### src/rtl/bios_loader_chipset.sv
// Boot chipset: copies LOAD_LEN ROM words into memory from LOAD_BASE, then hands the memory bus to the CPU.
// Optional running checksum of the loaded image (load_sum/load_ok) when BIOS_LOADER_CHECKSUM_EN is defined.
module bios_loader_chipset #(
    parameter int DATA_W    = 8,
    parameter int ADDR_W    = 8,
    parameter int ROM_DEPTH = 256,
    parameter int LOAD_LEN  = 256,
    parameter int LOAD_BASE = 0,
    parameter     ROM_FILE  = "test.mem",
    // Image named by ROM_FILE, pre-packed with word 0 in the least significant DATA_W bits.
    parameter logic [ROM_DEPTH*DATA_W-1:0] ROM_INIT = '0
) (
    input  logic              CLOCK,
    input  logic              RESET,
    input  logic              reload_req,
    input  logic [DATA_W-1:0] mem_read_bus,
    output logic [1:0]        mem_ctrl_bus,
    output logic [ADDR_W-1:0] mem_addr_bus,
    output logic [DATA_W-1:0] mem_write_bus,
    input  logic [1:0]        cpu_ctrl_bus,
    input  logic [ADDR_W-1:0] cpu_addr_bus,
    input  logic [DATA_W-1:0] cpu_write_bus,
    output logic [DATA_W-1:0] cpu_read_bus,
    output logic              cpu_hold,
    output logic [1:0]        dbg_state,
    output logic              load_done
`ifdef BIOS_LOADER_CHECKSUM_EN
    ,
    output logic [DATA_W-1:0] load_sum,
    output logic              load_ok
`endif
);

    // Memory command encoding shared by the CPU and memory buses.
    localparam logic [1:0] MEM_NOP   = 2'd0;
    localparam logic [1:0] MEM_READ  = 2'd1;
    localparam logic [1:0] MEM_WRITE = 2'd2;

    localparam logic [1:0] ST_LOAD  = 2'd0;
    localparam logic [1:0] ST_DRAIN = 2'd1;
    localparam logic [1:0] ST_RUN   = 2'd2;

    localparam int ROM_AW       = (ROM_DEPTH > 1) ? $clog2(ROM_DEPTH) : 1;
    localparam int ROM_NAME_LEN = $bits(ROM_FILE);
    localparam logic [ROM_AW-1:0] LAST_INDEX = ROM_AW'(LOAD_LEN - 1);

    if (LOAD_LEN < 1 || LOAD_LEN > ROM_DEPTH || ROM_NAME_LEN == 0) begin : g_bad_cfg
        $error("bios_loader_chipset: LOAD_LEN must lie in 1..ROM_DEPTH and ROM_FILE must be named");
    end

    logic [DATA_W-1:0] rom [ROM_DEPTH];
    for (genvar g = 0; g < ROM_DEPTH; g++) begin : g_rom
        assign rom[g] = ROM_INIT[g*DATA_W +: DATA_W];
    end

    logic [1:0]        state;
    logic [ROM_AW-1:0] index;
    logic [1:0]        wr_ctrl;
    logic [ADDR_W-1:0] wr_addr;
    logic [DATA_W-1:0] wr_data;
    logic [ADDR_W-1:0] load_addr;

    // Wraps silently past the top of the address space.
    assign load_addr = ADDR_W'(LOAD_BASE + 32'(index));

    // The write stage is the ROM's read register: the word addressed by index lands here one edge later.
    always_ff @(posedge CLOCK) begin
        if (RESET) begin
            state   <= ST_LOAD;
            index   <= '0;
            wr_ctrl <= MEM_NOP;
            wr_addr <= '0;
            wr_data <= '0;
        end else begin
            case (state)
                ST_LOAD: begin
                    wr_ctrl <= MEM_WRITE;
                    wr_addr <= load_addr;
                    wr_data <= rom[index];
                    if (index == LAST_INDEX) begin
                        state <= ST_DRAIN;
                    end else begin
                        index <= index + 1'b1;
                    end
                end
                ST_DRAIN: begin
                    wr_ctrl <= MEM_NOP;
                    wr_addr <= '0;
                    wr_data <= '0;
                    state   <= ST_RUN;
                end
                ST_RUN: begin
                    if (reload_req) begin
                        state <= ST_LOAD;
                        index <= '0;
                    end
                end
                default: begin
                    state <= ST_LOAD;
                    index <= '0;
                end
            endcase
        end
    end

    always_comb begin
        mem_ctrl_bus  = wr_ctrl;
        mem_addr_bus  = wr_addr;
        mem_write_bus = wr_data;
        cpu_read_bus  = '0;
        if (state == ST_RUN) begin
            mem_ctrl_bus  = cpu_ctrl_bus;
            mem_addr_bus  = cpu_addr_bus;
            mem_write_bus = cpu_write_bus;
            cpu_read_bus  = mem_read_bus;
        end
    end

    assign cpu_hold  = (state != ST_RUN);
    assign load_done = (state == ST_RUN);
    assign dbg_state = state;

`ifdef BIOS_LOADER_CHECKSUM_EN
    logic [DATA_W-1:0] sum_q;

    // Accumulates at the same edge that captures each word into the write stage.
    always_ff @(posedge CLOCK) begin
        if (RESET) begin
            sum_q <= '0;
        end else if (state == ST_LOAD) begin
            sum_q <= sum_q + rom[index];
        end else if (state == ST_RUN && reload_req) begin
            sum_q <= '0;
        end
    end

    assign load_sum = sum_q;
    assign load_ok  = (state == ST_RUN) && (sum_q == '0);
`endif

endmodule
### config.mk
export PLATFORM = sky130hd
export DESIGN_NAME = bios_loader_chipset
export DESIGN_NICKNAME = d
export VERILOG_FILES = /design/src/rtl/bios_loader_chipset.sv
export SDC_FILE = /design/constraint.sdc
export NUM_CORES = 1
export LEC_CHECK = 0
export ABC_AREA = 0
export CAP_MARGIN = 20
export CELL_PAD_IN_SITES_DETAIL_PLACEMENT = 1
export CELL_PAD_IN_SITES_GLOBAL_PLACEMENT = 1
export CORE_ASPECT_RATIO = 1.5
export CORE_MARGIN = 1.5
export CORE_UTILIZATION = 27
export CTS_BUF_LIST = sky130_fd_sc_hd__clkbuf_8
export DETAILED_ROUTE_END_ITERATION = 12
export PLACE_DENSITY = 0.89
export SYNTH_ARGS = -nofsm -noshare
export SYNTH_HDL_FRONTEND = slang
export SYNTH_SLANG_ARGS = --single-unit
### constraint.sdc
create_clock -name CLOCK -period 2.15 [get_ports CLOCK]
set_input_delay 0.43 -clock CLOCK [delete_from_list [all_inputs] [get_ports CLOCK]]
set_output_delay 0.43 -clock CLOCK [all_outputs]
set_load 0.02 [all_outputs]
==> results of run 1 <==
power groups by stage:
stage                     clock [W]  combinational, W  sequential [W]
after floorplan                   0         0.0000575        0.000396
after global placement            0          0.000130        0.000402
after detailed placement          0          0.000138        0.000404
after CTS                  0.000257          0.000134        0.000396
after global routing       0.000267          0.000146        0.000400
final                      0.000247          0.000133        0.000397
critical path, cell delays in order:
cell and delay [ps]:
clkdlybuf4s50_1 460, and3_1 160, clkdlybuf4s50_1 610
how the worst max path moves through the flow:
| stage | from | endpoint | depth (start not counted) |
|---|---|---|---|
| 6_report | cpu_write_bus[4] | mem_write_bus[4] | 3 |
| 2_1_floorplan | dbg_state[0] | mem_addr_bus[0] | 4 |
| 4_1_cts | dbg_state[0] | mem_write_bus[2] | 3 |
| 3_3_place_gp | cpu_write_bus[5] | mem_write_bus[5] | 3 |
| 3_5_place_dp | mem_read_bus[5] | cpu_read_bus[5] | 3 |
| 5_1_grt | dbg_state[0] | mem_write_bus[7] | 3 |
per-stage QoR:
step / util [%] / hold WS (ps) / setup slack [ps] / instances
3_3_place_gp: 44.11 / 467.0 / 82.10 / 253
3_5_place_dp: 44.11 / 490.7 / 53.49 / 253
5_1_grt: 45.75 / 539.8 / 1.184 / 260
4_1_cts: 45.33 / 509.0 / 0.2056 / 258
2_1_floorplan: - / 456.0 / 393.3 / 153
6_report: 45.75 / 507.1 / 57.52 / 260
Yosys cell counts:
master    count  area (µm²)
nand2_1      31       116.4
dfxtp_1      19       380.4
and3_1       18       112.6
nor2_1       15       56.30
a21oi_1       9       45.04
clkbuf_1      7       26.28
inv_1         7       26.28
nor3_1        7       35.03
o21ai_0       6       30.03
a31oi_1       5       31.28
nand2b_1      3       18.77
nand3_1       3       15.01
a22oi_1       2       15.01
and3_2        2       15.01
buf_6         2       22.52
or3_1         2       12.51
a311oi_1      1       8.760
and2_0        1       6.260
and4_2        1       10.01
and4_4        1       11.26
clkinv_1      1       3.750
ha_1          1       12.51
nand4_1       1       6.260
nor2b_1       1       6.260
o211ai_1      1       7.510
o21a_1        1       7.510
o21bai_1      1       7.510
o31ai_1       1       7.510
o32a_1        1       10.01
o41ai_1       1       8.760
or4b_1        1       10.01
final cells by class:
cell class,count,area share [%]
clock buffers,3,2.321
clock inverters,1,0.2813
inverters,8,1.969
multi-input cells,117,35.02
flip-flops and latches,19,21.45
well taps,45,3.165
repair buffers,65,35.09
repair inverters,2,0.7032
what timing repair did:
item,CTS,global route
gates resized for setup,11,3
buffers inserted,1,0
setup endpoints to repair,26,17
gates cloned,0,2
flip-flops by register name (all words and copies together) (netlist names):
register,cells
wr_ctrl,1
wr_addr,8
index,8
dbg_state,2
layer usage:
metal	share of wire [%]	GRT usage, %	up-vias
li1	-	-	656
met5	0	0	-
met1	39	18.81	632
met4	0.42	3.750	0
met3	2.8	1.673	2
met2	57	35.60	24
cell families after synthesis:
logic type                 Yosys count
DFF                                 19
adders and majority gates            1
and+or+nand+nor                     87
AOI/OAI and AO/OA                   29
buffers and inverters               17
==> results by group, run 1 <==
Run status
  – Status: finished, final reports clean

Global route
  – Total GRT Usage: 17.93%
  – Largest net degree at the start of global routing: 25
  – Initial antenna violation count: 0
  – First-pass GRT wire length: 5927 µm
  – Vias in the first global route: 1261
  – Total gr overflow: 0

Final layout
  – Commonest non-fill, non-tap cell in the layout: clkdlybuf4s50_1
  – Finished Cell Area: 1779 µm²
  – Area growth, synth to finish: 64.39%
  – Fillers: 504
  – FF+latch area: 381.6 µm²
  – Most frequent cells in the layout: clkdlybuf4s50_1, nand2_1, and3_1, dfxtp_1, nor2_1
  – Diodes inserted: 0
  – Total Nets Final: 246
  – Area of the multi-input gates: 623.1 µm²
  – Share of layout cells above drive strength 1: 9.302%

Timing
  – Final Critical Period: 2092 ps
  – Final Skew: 3.966 ps
  – Period utilisation layout: 97.32%
  – Final Hold Fails: 0
  – Slew @ Worst Pin: 473.9 ps
  – Setup TNS: 0 ps
  – Rel. slew slack: 68.34%
  – RSZ-0062 raised after global routing: false
  – Pins Over Slew Limit: 0
  – Max Freq: 477.9 MHz
  – Final setup violation count: 0

Drt
  – Via count: 1314
  – Initial DRC Count: 30
  – Antenna violation net count after detailed routing: 0
  – DRC: 0
  – DRT Pass-1 Iters: 4
  – Drt via density: 5.054
  – Detailed Route WL: 3821 µm
  – Wire length per cell: 14.70 µm

CTS
  – Num CTS Buffers: 3
  – Hold_buf cts: 0
  – Clk_lat worst skew: 260 ps
  – Clock-pin slew on the worst setup and hold paths: 70 ps
  – Clock root buffer: clkbuf_8
  – Sink Count: 19
  – Max Buffers Root-to-Sink: 2
  – H-tree levels: 1
  – CTS tree: built

Placed design
  – Final GP Congestion: 0.8011
  – DP HPWL: 2896 µm
  – IO Port Bufs: 58
  – Placed Area: 1715 µm²

Logic synthesis
  – Syn. warnings: 0
  – Simple-gate share of the synthesized area: 39.88%
  – Synthesis-stage register bit count: 19
  – Largest family of logic cells by synthesized area: simple AND/OR/NAND/NOR gates
  – Post-Synth Adder-Cell Area: 1.156%
  – Syn_nets: 183
  – Post-synthesis cell area: 1082 µm²
  – Post-Synthesis Cells: 153
  – Mux cell area share after synthesis: 0%
  – Avg Cell Area, Syn: 7.074 µm²
  – Synth Area in Compound Gates: 16.53%
  – Register area share after synthesis: 35.14%
  – Post-synthesis xor/xnor area fraction: 0%
  – Yosys cell types: 31

Power
  – Net Sw Frac: 25.22%
  – Gate power share: 17.1%
  – Clock power share: 31.8%
  – Total power draw: 0.0007771 W
  – Static leakage: 0.7889 nW
  – Switching pwr: 0.0001959 W
  – Int Pwr: 0.0005811 W
  – Max IR drop VDD: 252.4 µV
  – Sequential share of power: 51.1%
  – PD cells: 436.8 nW/µm²

Setup path
  – Flop2flop setup slack: 320 ps
  – Kind of critical path: primary input to output port
  – Worst Path Required: 1720 ps
  – Critical Path Sink Type: output port
  – CP Max Fanout: 1
  – Reg2reg path depth: 5
  – CP arrival: 1660 ps
  – Crit Reg-Reg Startpoint: index[0]
  – R2R Path End: index[3]
  – Type of origin of the critical path: primary input

Hold path
  – WHS Endpoint: wr_addr[4]
  – Hold Path Cell Cnt: 2
  – Hold Path Class: flip-flop to flip-flop
  – Hold Startpoint: wr_addr[4]

Die
  – Die width: 54.70 µm
  – Total core area: 3889 µm²
  – Row cnt: 28
  – Starting Density: 27.83%
  – Io pins: 59
  – Die area: 4405 µm²
  – Die span in y: 80.54 µm

Job
  – Max-Cap Viols: 0
No activity file was read; power rests on OpenSTA's default activity.
==> run 2, diff against run 1 <==
- SLEW_MARGIN: unset -> 20
==> results of run 2 <==
Same layout as run 1: the final DEF is identical, and so are final timing and power.
